$ cat config.mk
export PLATFORM = sky130hd
export DESIGN_NAME = seg_scroll_display
export DESIGN_NICKNAME = d
export VERILOG_FILES = /design/src/rtl/seg_pkg.sv /design/src/rtl/seg7_decode.sv /design/src/rtl/seg_scroll_display.sv
export SDC_FILE = /design/constraint.sdc
export NUM_CORES = 1
export LEC_CHECK = 0
export ABC_AREA = 1
export BUFFER_PORTS_ARGS = -buffer_cell sky130_fd_sc_hd__buf_2
export CAP_MARGIN = 10
export CORE_MARGIN = 1.5
export CORE_UTILIZATION = 25
export CTS_CLUSTER_DIAMETER = 50
export DETAILED_ROUTE_END_ITERATION = 8
export GPL_TIMING_DRIVEN = 0
export HOLD_SLACK_MARGIN = 0.05
export SYNTH_ARGS = -nofsm -noshare
export SYNTH_HDL_FRONTEND = slang
export SYNTH_SLANG_ARGS = --single-unit
export TNS_END_PERCENT = 10
$ cat constraint.sdc
create_clock -name clk -period 2.6 [get_ports clk]
set_input_delay 0.26 -clock clk [delete_from_list [all_inputs] [get_ports clk]]
set_output_delay 0.26 -clock clk [all_outputs]
set_load 0.01 [all_outputs]
$ cat src/rtl/seg_pkg.sv
// Shared constants for the scrolling seven-segment display: character codes,
// mode encodings and the active-low {g,f,e,d,c,b,a} glyph table.
package seg_pkg;

  localparam logic [4:0] CODE_BLANK = 5'h10;
  localparam logic [4:0] CODE_DASH  = 5'h11;

  localparam logic [6:0] SEG_OFF  = 7'h7F;
  localparam logic [6:0] SEG_DASH = 7'h3F;

  localparam logic [1:0] MODE_STATIC = 2'b00;
  localparam logic [1:0] MODE_LEFT   = 2'b01;
  localparam logic [1:0] MODE_RIGHT  = 2'b10;
  localparam logic [1:0] MODE_FREEZE = 2'b11;

  localparam logic [6:0] GLYPH_TABLE [16] = '{
    7'h40, 7'h79, 7'h24, 7'h30, 7'h19, 7'h12, 7'h02, 7'h78,
    7'h00, 7'h10, 7'h08, 7'h03, 7'h46, 7'h21, 7'h06, 7'h0E
  };

  // Codes 0x12..0x1F are unassigned and render as blank.
  function automatic logic [6:0] seg_glyph(input logic [4:0] code);
    if (!code[4])
      return GLYPH_TABLE[code[3:0]];
    else if (code == CODE_DASH)
      return SEG_DASH;
    else
      return SEG_OFF;
  endfunction

endpackage

$ cat src/rtl/seg7_decode.sv
// Combinational character-code to active-low seven-segment decoder.
module seg7_decode
  import seg_pkg::*;
(
  input  logic [4:0] i_code,
  output logic [6:0] o_seg
);

  assign o_seg = seg_glyph(i_code);

endmodule

$ cat src/rtl/seg_scroll_display.sv
// Multi-digit seven-segment message display with static/scroll/freeze window.
// Optional blink feature enabled by defining SEG_BLINK_EN.
module seg_scroll_display
  import seg_pkg::*;
#(
  parameter int NUM_DIGITS = 3,
  parameter int DEPTH      = 8,
  parameter int TICK_DIV   = 50_000_000
`ifdef SEG_BLINK_EN
  ,
  parameter int BLINK_DIV  = 25_000_000
`endif
)(
  input  logic                       clk,
  input  logic                       rst_n,
  input  logic                       wr_en,
  input  logic [$clog2(DEPTH)-1:0]   wr_addr,
  input  logic [4:0]                 wr_data,
  input  logic [1:0]                 mode,
  input  logic [$clog2(DEPTH)-1:0]   start_sel,
`ifdef SEG_BLINK_EN
  input  logic                       blink,
`endif
  output logic [7*NUM_DIGITS-1:0]    seg_out,
  output logic [$clog2(DEPTH)-1:0]   pos,
  output logic                       wrap
);

  localparam int AW = $clog2(DEPTH);
  localparam int CW = (TICK_DIV > 1) ? $clog2(TICK_DIV) : 1;

  logic [4:0]              r_buf [DEPTH];
  logic [CW-1:0]           r_cnt;
  logic [AW-1:0]           r_pos;
  logic                    r_wrap;
  logic [7*NUM_DIGITS-1:0] r_seg;
  logic                    w_scroll;
  logic                    w_tick;
  logic [6:0]              w_glyph [NUM_DIGITS];
  logic [7*NUM_DIGITS-1:0] w_seg_next;

  always_ff @(posedge clk or negedge rst_n) begin
    if (!rst_n) begin
      for (int i = 0; i < DEPTH; i++) r_buf[i] <= CODE_BLANK;
    end else if (wr_en) begin
      r_buf[wr_addr] <= wr_data;
    end
  end

  assign w_scroll = (mode == MODE_LEFT) || (mode == MODE_RIGHT);
  assign w_tick   = w_scroll && (r_cnt == CW'(TICK_DIV - 1));

  // Counter is held at zero outside scroll modes so a fresh scroll waits a full period.
  always_ff @(posedge clk or negedge rst_n) begin
    if (!rst_n)
      r_cnt <= '0;
    else if (!w_scroll || w_tick)
      r_cnt <= '0;
    else
      r_cnt <= r_cnt + 1'b1;
  end

  always_ff @(posedge clk or negedge rst_n) begin
    if (!rst_n) begin
      r_pos  <= '0;
      r_wrap <= 1'b0;
    end else begin
      r_wrap <= 1'b0;
      case (mode)
        MODE_STATIC: r_pos <= start_sel;
        MODE_LEFT: if (w_tick) begin
          r_pos  <= r_pos + 1'b1;
          r_wrap <= (r_pos == AW'(DEPTH - 1));
        end
        MODE_RIGHT: if (w_tick) begin
          r_pos  <= r_pos - 1'b1;
          r_wrap <= (r_pos == '0);
        end
        default: r_pos <= r_pos;
      endcase
    end
  end

  // Window index wraps for free because DEPTH is a power of two.
  for (genvar g = 0; g < NUM_DIGITS; g++) begin : g_digit
    logic [AW-1:0] w_idx;
    assign w_idx = r_pos + AW'(g);
    seg7_decode u_decode (
      .i_code (r_buf[w_idx]),
      .o_seg  (w_glyph[g])
    );
  end

  always_comb begin
    w_seg_next = '1;
    for (int i = 0; i < NUM_DIGITS; i++)
      w_seg_next[7*(NUM_DIGITS-i)-1 -: 7] = w_glyph[i];
  end

`ifdef SEG_BLINK_EN
  localparam int BW = (BLINK_DIV > 1) ? $clog2(BLINK_DIV) : 1;

  logic [BW-1:0] r_blink_cnt;
  logic          r_phase;

  always_ff @(posedge clk or negedge rst_n) begin
    if (!rst_n) begin
      r_blink_cnt <= '0;
      r_phase     <= 1'b0;
    end else if (r_blink_cnt == BW'(BLINK_DIV - 1)) begin
      r_blink_cnt <= '0;
      r_phase     <= ~r_phase;
    end else begin
      r_blink_cnt <= r_blink_cnt + 1'b1;
    end
  end

  always_ff @(posedge clk or negedge rst_n) begin
    if (!rst_n)
      r_seg <= '1;
    else if (blink && r_phase)
      r_seg <= '1;
    else
      r_seg <= w_seg_next;
  end
`else
  always_ff @(posedge clk or negedge rst_n) begin
    if (!rst_n)
      r_seg <= '1;
    else
      r_seg <= w_seg_next;
  end
`endif

  assign seg_out = r_seg;
  assign pos     = r_pos;
  assign wrap    = r_wrap;

endmodule

== Yosys cells after proc, flatten, opt, wreduce, memory -nomap -nowiden ==
Memories as Yosys holds them, arrays and structs flattened.
Index checks and enable logic that the tools add are counted.

* Register bits after elaboration: 91
* ROM bits: 336
* Output and inout bits: 25
* Memories kept: 3

{| class="wikitable"
|+ Memories
! name !! words !! width !! read ports !! clocked after memory_dff !! wr ports !! RTL line !! RTL
|-
| (name not given) || 16 || 7 || 1 || 0 || 0 || seg_pkg.sv:24 || <nowiki>return GLYPH_TABLE[code[3:0]];</nowiki>
|-
| (name not given) || 16 || 7 || 1 || 0 || 0 || seg_pkg.sv:24 ||
|-
| (name not given) || 16 || 7 || 1 || 0 || 0 || seg_pkg.sv:24 ||
|}

* Add/subtract/negate cells: 4
* Magnitude comparators: 8
* Eq/ne operators: 9
* Multiplexer cells: 31
* Bitwise logic cells: 7
* Reduce and logical (&&, ||, !) cells: 9

{| class="wikitable"
|+ Operators with widths
! kind !! count
|-
| $mux 7 || 12
|-
| $bmux 5 s3 || 3
|-
| $bwmux 40 || 1
|-
| $mux 5 || 7
|-
| $add 26x1->26 const B || 1
|-
| $eq 26x26->1 const B || 1
|-
| $mux 26 || 1
|-
| $ge 4x4->1 const B || 4
|-
| $not 3->4 || 4
|-
| $demux 5 s3 || 1
|-
| $eq 5x5->1 const B || 3
|-
| $ge 5x5->1 const B || 3
|-
| $not 4->5 || 3
|-
| $pmux 3 s3 || 1
|-
| $mux 3 || 2
|-
| $lt 4x1->1 const B || 1
|-
| $ne 2x2->1 const B || 2
|-
| $add 3x1->3 const B || 1
|-
| $add 3x2->3 const B || 1
|-
| $eq 3x3->1 const B || 1
|-
| $logic_not 3->1 || 1
|-
| $reduce_and 3->1 || 1
|-
| $reduce_bool 3->1 || 1
|-
| $sub 3x1->3 const B || 1
|-
| other kinds (8) || 11
|}

== Logic depth before layout (Yosys ltp) ==
Gate-level depths: netlist of run 1.

* Word-level depth: 10
* Depth in mapped cells: 14
* Mapped depth without buffers: 13

== Modules after synthesis ==
From an unflattened synthesis of run 1, not the netlist that was laid out.

* Cell total of the unflattened synthesis: 770
* Area total of the unflattened synthesis: 5630.4 µm²

{| class="wikitable"
|+ Modules (own cells, without submodules)
! module !! instances !! cells each !! area an instance (µm²) !! sequential area each (µm²)
|-
| seg_scroll_display || 1 || 622 || 4750.8 || 2313.5
|-
| seg7_decode at g_digit[0].u_decode || 1 || 50 || 297.8 || 0.0
|-
| seg7_decode at g_digit[1].u_decode || 1 || 49 || 294.0 || 0.0
|-
| seg7_decode at g_digit[2].u_decode || 1 || 49 || 287.8 || 0.0
|}

== Worst setup path after synthesis of run 1 ==
Ideal clock, no wire load.

* Path kind: register to register
* Start point: reg r_pos[0], in the netlist pos[0]
* End point: reg r_seg[13], in the netlist seg_out[13]
* Library setup time: 0.077 ns
* Data arrival time: 2.149 ns
* Setup slack: 0.374 ns
* Stages on the path, launching flop included: 14
* Buffers on the path: 1
* Path through: dfrtp_1 clkinv_1 ha_1 buf_2 nor2_1 nand2_1 nand3_1 nand2_2 inv_1 ha_1 nand3_1 nand3_1 nand2_1 nand2_1

* Longest elaborated chain between the ends: 10
* Elaborated cells between the ends (all ways): 12
* Classes of those cells: add/sub (1); eq/ne (1); mux (7); bitwise (2); memory (1)

{| class="wikitable"
|+ Ends and longest elaborated chain
! what !! RTL line !! RTL
|-
| from (decl) || seg_scroll_display.sv:34 || <nowiki>logic [AW-1:0] r_pos;</nowiki>
|-
| from (signal assigned) || seg_scroll_display.sv:70 || <nowiki>MODE_STATIC: r_pos <= start_sel;</nowiki>
|-
| from (signal assigned) || seg_scroll_display.sv:72 || <nowiki>r_pos <= r_pos + 1'b1;</nowiki>
|-
| from (signal assigned) || seg_scroll_display.sv:76 || <nowiki>r_pos <= r_pos - 1'b1;</nowiki>
|-
| $add 3x1->3 * || seg_scroll_display.sv:87 || <nowiki>assign w_idx = r_pos + AW'(g);</nowiki>
|-
| $not 3->4 (implied by the code) * || seg_scroll_display.sv:89 || <nowiki>.i_code (r_buf[w_idx]),</nowiki>
|-
| $bmux 5 s3 * || seg_scroll_display.sv:89 ||
|-
| $mux 5 (implied by the code) * (2 in series) || seg_scroll_display.sv:89 ||
|-
| $not 4->5 (implied by the code) || seg_pkg.sv:24 ||
|-
| $mem_v2 16x7 || -- ||
|-
| $mux 7 (implied by the code) (2 in series) || seg_pkg.sv:24 ||
|-
| $mux 7 * || seg_pkg.sv:23 || <nowiki>if (!code[4])</nowiki>
|-
| named net g_digit[1].u_decode.o_seg[6] || seg7_decode.sv:6 || <nowiki>output logic [6:0] o_seg</nowiki>
|-
| to (signal assigned) || seg_scroll_display.sv:131 || <nowiki>r_seg <= w_seg_next;</nowiki>
|-
| to (decl) || seg_scroll_display.sv:36 || <nowiki>logic [7*NUM_DIGITS-1:0] r_seg;</nowiki>
|}

Mark *: on every way through the listed nets, which the timed path passes. The rest lies on a longest branch. The select of a mux whose other input is x is not followed.
A chain may end at the register's enable or synchronous reset.

== Worst setup path in the final report of run 1 ==
* Start point: reg r_pos[1], in the netlist pos[1]
* End point: reg r_seg[13], in the netlist seg_out[13]

The elaborated chain is that of the path after synthesis.

==> results of run 1 <==
-- worst paths after layout --
| path | start | end | slack, ps | cells after the start |
|---|---|---|---|---|
| setup reg to reg | pos[1]$_DFFE_PN0P_ | seg_out[13]$_DFF_PN1_ | 230 | 12 |
| min in group asynchronous | rst_n | r_cnt[4]$_DFF_PN0_ | 400 | 2 |
| hold / removal | wr_data[3] | r_buf[3]$_DFFE_PN0P_ | 140 | 3 |
| setup / recovery | pos[1]$_DFFE_PN0P_ | seg_out[13]$_DFF_PN1_ | 230 | 12 |
| hold reg to reg | r_cnt[0]$_DFF_PN0_ | r_cnt[0]$_DFF_PN0_ | 480 | 1 |
| max in group asynchronous | rst_n | r_buf[34]$_DFFE_PN1P_ | 1520 | 3 |
-- report_power, final --
group	switching (W)	internal [W]
Clock	0.000604	0.000663
Sequential	0.000148	0.00186
Combinational	0.00164	0.000895
Total	0.00239	0.00342
-- stage by stage --
| step | hold slack (ps) | cells | cell area, sq um | worst slack (ps) |
|---|---|---|---|---|
| finish | 140.3 | 1132 | 6700 | 226.7 |
| global placement | 466.7 | 1114 | 6375 | -9.434 |
| global route | 161.5 | 1132 | 6700 | 14.95 |
| detailed placement | 253.3 | 1115 | 6405 | -4.106 |
| CTS | 128.9 | 1132 | 6695 | 180.4 |
| floorplan | -35.59 | 789 | 5818 | 373.7 |
-- logic make-up (layout without fill, tap and decap cells) --
family | Yosys count | in the layout | share of synthesized area (%)
AO/OA/AOI/OAI | 84 | 84 | 8.172
XOR/XNOR | 17 | 17 | 2.559
adder cells (fa/ha/maj) | 26 | 26 | 5.591
buffers and inverters | 99 | 157 | 7.979
flip-flops | 91 | 91 | 39.76
AND/OR/NAND/NOR | 472 | 472 | 35.94
-- worst max-delay path: stages (launching register included) --
cell	delay, ps
dfrtp_1	490
ha_1	240
ha_1	260
buf_2	180
inv_1	230
nand3_1	130
nand2_2	150
inv_1	90
ha_1	210
nand3_1	120
nand3_1	90
nand2_1	70
nand2_1	40
-- state kept, by name (all words and copies together), names as in the netlist --
| register | flops |
|---|---|
| r_buf | 40 |
| pos | 3 |
| seg_out | 21 |
| r_cnt | 26 |
| wrap | 1 |
-- area by class of cell --
class / count / area (sq um) / area share (%)
multi-input combinational: 599 / 3043 / 45.42
sequential: 91 / 2313 / 34.53
tap: 285 / 356.6 / 5.322
inverter: 86 / 326.6 / 4.874
timing repair buffer: 42 / 240.2 / 3.585
clock buffer: 10 / 229.0 / 3.417
buffer: 13 / 141.4 / 2.110
clock inverter: 6 / 50.05 / 0.7470
-- cells in the final DEF, fill, tap and decap left out, types with 2 or more instances in the layout --
cell type  count
a21oi_1        7
a21oi_2        2
buf_2         40
buf_4          2
buf_6          9
clkbuf_16      9
clkinv_2       2
dfrtp_1       62
dfstp_2       29
ha_1          25
inv_1         75
inv_2          9
inv_6          2
nand2_1      272
nand2_2       12
nand2_4        4
nand3_1       69
nand4_1        6
nand4_4        2
nor2_1        73
nor2_2         6
nor2_4         3
nor3_1        16
nor3b_1        3
o211ai_1       8
o211ai_2       2
o21ai_0       50
o21ai_1       11
o21ai_2        3
xnor2_1        6
xor2_1        11
-- what timing repair did --
item | in CTS | in global routing
endpoints found under the setup margin | 1 | 4
buffers inserted | 0 | 0
cloned | 0 | 0
hold buffers | 1 | 0
gates resized for setup | 1 | 2
hold endpoints to repair | 14 | 0
-- per-layer routing --
layer	routed length (microns)	part of all wire, %	track usage (%)	vias up
met1	7095	50	17.26	2272
met3	754	5.3	2.611	15
met2	6204	43	18.69	119
met4	213	1.5	4.580	0
li1	-	-	-	2613
met5	0	0	0	-
==> flow_metrics.env, run 1 <==
export IMPL_synth_seq_cells=91
export IMPL_syn_cell_area_sq_um=5818
export IMPL_crit_type="flip-flop to flip-flop"
export IMPL_leakage_nw=3.156
export IMPL_clk_latency_ps=360
export IMPL_postSynthCellCount=789
export IMPL_cts_htree_levels=3
export IMPL_root_buffer="clkbuf_16"
export IMPL_fp_dieH_microns=155.6
export IMPL_grt_max_degree=59
export IMPL_dieArea_sq_um=24200
export IMPL_worstPathMaxFanout=8
export IMPL_ys_top_cells_by_count="272 x nand2_1, 75 x inv_1, 73 x nor2_1"
export IMPL_endpoint_kind="flip-flop"
export IMPL_crit_path_start_kind="flip-flop"
export IMPL_finalSetupTns_ps=0
export IMPL_status="finished clean"
export IMPL_yosys_cell_count_top_type="nand2_1"
export IMPL_fin_crit_ps=2373
export IMPL_required_ps=2900
export IMPL_maxCapViolations=0
export IMPL_final_antenna_net_count=0
export IMPL_antenna_found_initial=0
export IMPL_setup_viol=0
export IMPL_hold_viol=0
export IMPL_slew_viol_final=0
export IMPL_slew_headroom_pct=59.54
export IMPL_routed_wl_microns=14270
export IMPL_wl_per_cell_microns=12.60
export IMPL_synthesis_nets=831
export IMPL_powerDensity_nw_per_um2=867.0
export IMPL_synthToLayoutAreaGrowth_pct=15.16
export IMPL_yosys_warnings=0
export IMPL_rsz0062_at_grt="false"
export IMPL_async_flop_share_pct=100.0
export IMPL_synth_top_flop_cell="dfrtp_1"
export IMPL_fp_dieW_microns=155.6
export IMPL_cts_sinks=91
export IMPL_numCtsBuffers=9
export IMPL_initial_utilization_pct=25.62
export IMPL_yosysSeqAreaShare_pct=39.76
export IMPL_yosysTopAreaCell="dfrtp_1"
export IMPL_coreArea_sq_um=22710
export IMPL_io_buffers=40
export IMPL_fmax_ghz=0.4214
export IMPL_grt_first_pass_wirelength_microns=23830
export IMPL_syn_area_per_cell_sq_um=7.374
export IMPL_synth_edf_count=0
export IMPL_remaining_drc_errors=0
export IMPL_hold_class="input pin to flip-flop"
export IMPL_synth_area_leaders="dfrtp_1 27%, nand2_1 18%, dfstp_2 13%"
export IMPL_placementRows=55
export IMPL_antenna_cells=0
export IMPL_post_drt_via_cell_ratio=4.434
export IMPL_grt_usage_pct=12.35
export IMPL_drive_above_1_share_pct=17.71
export IMPL_fin_worst_skew_ps=14.69
export IMPL_max_clock_path_buffers=2
export IMPL_fin_nets=884
export IMPL_drtPass1Iterations=5
export IMPL_drt_iter0_drc=342
export IMPL_dp_hpwl_microns=11030
export IMPL_num_vias=5019
export IMPL_ir_drop_mv=0.2914
export IMPL_first_global_vias=4745
export IMPL_p_total_w=0.005809
export IMPL_fin_util_pct=29.50
export IMPL_clkSlewWorstSetupHoldPaths_ps=80
export IMPL_period_share_pct=91.28
export IMPL_nFillCells=2465
export IMPL_gp_congestion=0.8812
export IMPL_synth_top_area_share_pct=26.67
export IMPL_synth_distinct_cells=38
export IMPL_io_pins=41
export IMPL_critPathArrivalTime_ps=2670
export IMPL_tightestPinTransition_ps=603.7
export IMPL_grt_overflow=0
export IMPL_cts_tree="done"
(Power assumes the default switching activity.)
==> run 2, diff against run 1 <==
clock period = 3 ns   (was 2.6 ns; I/O delays follow)
==> run 2 against run 1 <==
Net effect:
- clock power down 14%
- critical path depth up 1
- cell count unchanged
- final area about the same
- sequential power down 13%
- register-to-register slack better by 160 ps
- count of clock-buffer cells in the layout unchanged
- largest cell class unchanged
- largest power group unchanged
==> flow_metrics.env, run 2 (synthesis gave the netlist of run 1 again) <==
export IMPL_status="finished clean"
export IMPL_io_buffers=40
export IMPL_remaining_drc_errors=0
export IMPL_r2r_start="pos[0]$_DFFE_PN0P_"
export IMPL_grt_max_degree=59
export IMPL_crit_type="flip-flop to flip-flop"
export IMPL_initial_utilization_pct=25.62
export IMPL_top_register="r_buf"
export IMPL_leakage_nw=3.155
export IMPL_cts_tree="done"
export IMPL_io_pins=41
export IMPL_hold_viol=0
export IMPL_clk_latency_ps=360
export IMPL_hold_class="input pin to flip-flop"
export IMPL_fmax_ghz=0.3830
export IMPL_rrSetupSlack_ps=390
export IMPL_min_delay_start="wr_data[3]"
export IMPL_crit_path_start_kind="flip-flop"
export IMPL_finalSetupTns_ps=0
export IMPL_grt_first_pass_wirelength_microns=23830
export IMPL_critical_path_slowest_cell="ha_1"
export IMPL_wl_per_cell_microns=12.59
export IMPL_postPlaceCellArea_sq_um=6405
export IMPL_fin_nets=884
export IMPL_hold_depth=3
export IMPL_grt_overflow=0
export IMPL_hold_slack_ps=180.5
export IMPL_required_ps=3290
export IMPL_cts_sinks=91
export IMPL_post_drt_via_cell_ratio=4.426
export IMPL_rsz0062_at_grt="false"
export IMPL_slew_headroom_pct=59.61
export IMPL_period_share_pct=87.03
export IMPL_ir_drop_mv=0.2521
export IMPL_worstPathMaxFanout=11
export IMPL_tightestPinTransition_ps=602.6
export IMPL_pwr_share_seq_pct=34.6
export IMPL_critPathArrivalTime_ps=2900
export IMPL_synthToLayoutAreaGrowth_pct=15.05
export IMPL_final_antenna_net_count=0
export IMPL_layout_commonest_cell="nand2_1"
export IMPL_endpoint_kind="flip-flop"
export IMPL_crit_path_max_incr_delay_ps=520
export IMPL_antenna_cells=0
export IMPL_p_sw_w=0.002070
export IMPL_clkSlewWorstSetupHoldPaths_ps=80
export IMPL_clkPwrFrac_pct=21.8
export IMPL_drtPass1Iterations=5
export IMPL_antenna_found_initial=0
export IMPL_p_int_w=0.002958
export IMPL_fp_dieH_microns=155.6
export IMPL_first_global_vias=4745
export IMPL_fin_crit_ps=2611
export IMPL_reg2regPathDepth=13
export IMPL_final_cell_mix="272 x nand2_1, 75 x inv_1, 73 x nor2_1"
export IMPL_whs_endpoint="r_buf[3]$_DFFE_PN0P_"
export IMPL_numCtsBuffers=9
export IMPL_p_sw_share_pct=41.17
export IMPL_setup_viol=0
export IMPL_gp_congestion=0.8812
export IMPL_r2r_end="seg_out[13]$_DFF_PN1_"
export IMPL_crit_chain="clkinv_1, ha_1, buf_2, nor2_1, nand2_1, nand3_1, nand2_2, inv_1, ha_1, nand3_1, nand3_1, nand2_1, nand2_1"
export IMPL_dieArea_sq_um=24200
export IMPL_cts_htree_levels=3
export IMPL_drive_above_1_share_pct=17.47
export IMPL_dp_hpwl_microns=11030
export IMPL_drt_iter0_drc=338
export IMPL_coreArea_sq_um=22710
export IMPL_placementRows=55
export IMPL_fp_dieW_microns=155.6
export IMPL_nFillCells=2462
export IMPL_fin_ws_ps=389.2
export IMPL_power_frac_comb_pct=43.6
export IMPL_largest_reg_flops=40
export IMPL_fin_worst_skew_ps=12.13
export IMPL_powerDensity_nw_per_um2=751.1
export IMPL_maxCapViolations=0
export IMPL_root_buffer="clkbuf_16"
export IMPL_dp_slack_ps=395.9
export IMPL_num_vias=5010
export IMPL_final_cell_area_sq_um=6694
export IMPL_max_clock_path_buffers=2
export IMPL_routed_wl_microns=14250
export IMPL_slew_viol_final=0
export IMPL_grt_usage_pct=12.35
export IMPL_p_total_w=0.005028
[run 2: changes by cell type in the layout (fill, tap and decap cells not counted), sizes merged]
cell	previous run	this run
buf	53	54
clkbuf	11	10
[run 2: repair_timing]
action,in CTS,in global routing
resized for setup,0,0
hold endpoints to repair,14,0
setup endpoints to repair,0,0
hold buffers,1,0
buffers inserted,0,0
[run 2: metrics by stage]
stage | std cells | utilization [%]
after floorplan | 789 | -
after global placement | 1114 | 28.07
after detailed placement | 1115 | 28.20
after CTS | 1132 | 29.48
after global routing | 1132 | 29.48
final | 1132 | 29.48
[run 2: area by class of cell]
| cell class | count | area [sq um] | area share, % |
|---|---|---|---|
| Buffer | 13 | 138.9 | 2.075 |
| Clock buffer | 10 | 229.0 | 3.421 |
| Tap cell | 285 | 356.6 | 5.327 |
| Clock inverter | 6 | 50.05 | 0.7477 |
| Sequential cell | 91 | 2313 | 34.56 |
| Multi-Input combinational cell | 599 | 3040 | 45.42 |
| Inverter | 86 | 325.3 | 4.860 |
| Timing Repair Buffer | 42 | 240.2 | 3.589 |
[run 2: power groups by stage]
| stage | Sequential (W) | Combinational, W | Clock [W] |
|---|---|---|---|
| 2_1_floorplan | 0.00183 | 0.00153 | 0 |
| 4_1_cts | 0.00174 | 0.00220 | 0.00113 |
| 5_1_grt | 0.00177 | 0.00251 | 0.00118 |
| 3_3_place_gp | 0.00176 | 0.00217 | 0 |
| 3_5_place_dp | 0.00177 | 0.00219 | 0 |
| 6_report | 0.00174 | 0.00219 | 0.00109 |
[run 2: per-layer routing]
| metal | wire length (microns) | share of wire, % | global-route usage, % | vias up |
|---|---|---|---|---|
| met5 | 0 | 0 | 0 | - |
| met4 | 212 | 1.5 | 4.580 | 0 |
| met3 | 765 | 5.4 | 2.611 | 15 |
| met2 | 6174 | 43 | 18.69 | 120 |
| met1 | 7099 | 50 | 17.26 | 2264 |
| li1 | - | - | - | 2611 |
[run 2: how the worst max path moves through the flow]
stage	startpoint	to	slack, ps	cells after the start
final	pos[0]$_DFFE_PN0P_	seg_out[13]$_DFF_PN1_	390	13
after global routing	pos[0]$_DFFE_PN0P_	seg_out[13]$_DFF_PN1_	110	13
after CTS	pos[0]$_DFFE_PN0P_	seg_out[13]$_DFF_PN1_	400	13
after detailed placement	pos[0]$_DFFE_PN0P_	seg_out[13]$_DFF_PN1_	400	13
after global placement	pos[0]$_DFFE_PN0P_	seg_out[13]$_DFF_PN1_	390	13
after floorplan	pos[0]$_DFFE_PN0P_	seg_out[13]$_DFF_PN1_	770	13
[run 2: worst max-delay path: cells and delay by family, from the launching register on]
family | cells | cell delay (ps)
adder cells (fa/ha/maj) | 2 | 730
buffers and inverters | 3 | 710
AND/OR/NAND/NOR | 8 | 680
flip-flops | 1 | 420
==> run 3, diff against run 2 <==
MAX_ROUTING_LAYER = met4   (was unset)
==> run 3 against run 2 <==
Net effect:
- sequential cell count stayed put
- final area stayed put
- routed wire length hardly changed
- clock power hardly changed
- non-clock buffer count stayed put
- critical path type unchanged
- critical endpoint unchanged
- largest power group unchanged
- highest routed layer unchanged
==> flow_metrics.env, run 3 (synthesis gave the netlist of run 1 again) <==
export IMPL_io_buffers=40
export IMPL_hold_viol=0
export IMPL_final_cell_mix="272 x nand2_1, 75 x inv_1, 73 x nor2_1"
export IMPL_period_share_pct=87.31
export IMPL_grt_overflow=0
export IMPL_fin_worst_skew_ps=11.63
export IMPL_fin_nets=884
export IMPL_first_global_vias=4742
export IMPL_powerDensity_nw_per_um2=750.8
export IMPL_max_clock_path_buffers=2
export IMPL_wl_per_cell_microns=12.60
export IMPL_layout_commonest_cell="nand2_1"
export IMPL_fp_dieW_microns=155.6
export IMPL_synthToLayoutAreaGrowth_pct=15.05
export IMPL_nFillCells=2462
export IMPL_cts_htree_levels=3
export IMPL_grt_max_degree=59
export IMPL_cts_sinks=91
export IMPL_dieArea_sq_um=24200
export IMPL_finalSetupTns_ps=0
export IMPL_gp_congestion=0.8958
export IMPL_top_register="r_buf"
export IMPL_root_buffer="clkbuf_16"
export IMPL_numCtsBuffers=9
export IMPL_post_cts_setup_buffers=0
export IMPL_fin_crit_ps=2619
export IMPL_fmax_ghz=0.3818
export IMPL_rrSetupSlack_ps=380
export IMPL_slew_viol_final=0
export IMPL_hold_class="input pin to flip-flop"
export IMPL_worstPathMaxFanout=11
export IMPL_maxCapViolations=0
export IMPL_placementRows=55
export IMPL_slew_headroom_pct=59.51
export IMPL_ir_drop_mv=0.2515
export IMPL_clkSlewWorstSetupHoldPaths_ps=80
export IMPL_endpoint_kind="flip-flop"
export IMPL_post_drt_via_cell_ratio=4.446
export IMPL_drtPass1Iterations=5
export IMPL_final_antenna_net_count=0
export IMPL_setup_viol=0
export IMPL_crit_type="flip-flop to flip-flop"
export IMPL_io_pins=41
export IMPL_critPathArrivalTime_ps=2910
export IMPL_crit_path_start_kind="flip-flop"
export IMPL_postPlaceCellArea_sq_um=6405
export IMPL_clk_latency_ps=350
export IMPL_grt_first_pass_wirelength_microns=23830
export IMPL_fp_dieH_microns=155.6
export IMPL_seq_area_sq_um=2313
export IMPL_largest_reg_flops=40
export IMPL_dp_hpwl_microns=11030
export IMPL_drt_iter0_drc=359
export IMPL_initial_utilization_pct=25.62
export IMPL_tightestPinTransition_ps=604.0
export IMPL_antenna_found_initial=0
export IMPL_remaining_drc_errors=0
export IMPL_routed_wl_microns=14260
export IMPL_grt_usage_pct=12.71
export IMPL_num_vias=5033
export IMPL_multi_input_area_sq_um=3040
export IMPL_rsz0062_at_grt="false"
export IMPL_coreArea_sq_um=22710
export IMPL_cts_tree="done"
export IMPL_leakage_nw=3.155
export IMPL_required_ps=3290
export IMPL_status="finished clean"
export IMPL_final_cell_area_sq_um=6694
export IMPL_antenna_cells=0
export IMPL_drive_above_1_share_pct=17.47
[run 3: cell counts in the layout (fill, tap and decap cells not counted)]
Identical to the previous run, type by type.
[run 3: final cells by class]
cell class | count | area share, %
buffer | 13 | 2.075
clock buffer | 10 | 3.421
clock inverter | 6 | 0.7477
inverter | 86 | 4.860
multi-input combinational | 599 | 45.42
sequential | 91 | 34.56
tap | 285 | 5.327
timing repair buffer | 42 | 3.589
[run 3: through the flow]
| step | util [%] | total power, W | setup slack, ps | std cells | hold slack, ps |
|---|---|---|---|---|---|
| finish | 29.48 | 0.005026 | 380.7 | 1132 | 181.9 |
| global route | 29.48 | 0.005463 | 112.5 | 1132 | 201.6 |
| CTS | 29.48 | 0.005077 | 398.6 | 1132 | 168.9 |
| detailed placement | 28.20 | 0.003961 | 395.9 | 1115 | 293.3 |
| global placement | 28.07 | 0.003931 | 390.6 | 1114 | 466.7 |
| floorplan | - | 0.003360 | 773.7 | 789 | 4.409 |
[run 3: repair_timing]
| item | 4_1_cts | 5_1_grt |
|---|---|---|
| hold endpoints to repair | 14 | 0 |
| resized for setup | 0 | 0 |
| hold buffers | 1 | 0 |
[run 3: metal layers]
| layer | GRT usage (%) | vias to the layer above | routed length, microns | share of wire [%] |
|---|---|---|---|---|
| li1 | - | 2615 | - | - |
| met1 | 17.34 | 2279 | 7170 | 50 |
| met2 | 18.71 | 123 | 6178 | 43 |
| met3 | 2.444 | 16 | 702 | 4.9 |
| met4 | 4.580 | 0 | 207 | 1.5 |
| met5 | - | - | 0 | 0 |
[run 3: report_power, final]
part	leakage (nW)	internal (W)	switching, W
combinational	1.90	0.000771	0.00142
sequential	1.12	0.00161	0.000128
clock	0.135	0.000574	0.000519
[run 3: worst paths after layout]
| path | startpoint | to | depth (start not counted) |
|---|---|---|---|
| setup / recovery | pos[0]$_DFFE_PN0P_ | seg_out[13]$_DFF_PN1_ | 13 |
| hold / removal | wr_data[3] | r_buf[3]$_DFFE_PN0P_ | 3 |
| setup reg to reg | pos[0]$_DFFE_PN0P_ | seg_out[13]$_DFF_PN1_ | 13 |
| hold reg to reg | r_cnt[0]$_DFF_PN0_ | r_cnt[0]$_DFF_PN0_ | 1 |
| max in group asynchronous | rst_n | seg_out[11]$_DFF_PN1_ | 3 |
| min in group asynchronous | rst_n | r_cnt[4]$_DFF_PN0_ | 2 |
[run 3: worst max-delay path, stage by stage (launching register included)]
cell and delay [ps]:
dfrtp_1 420, clkinv_1 340, ha_1 520, buf_2 290
nor2_1 80, nand2_1 60, nand3_1 70, nand2_2 150
inv_1 90, ha_1 210, nand3_1 120, nand3_1 90
nand2_1 70, nand2_1 40
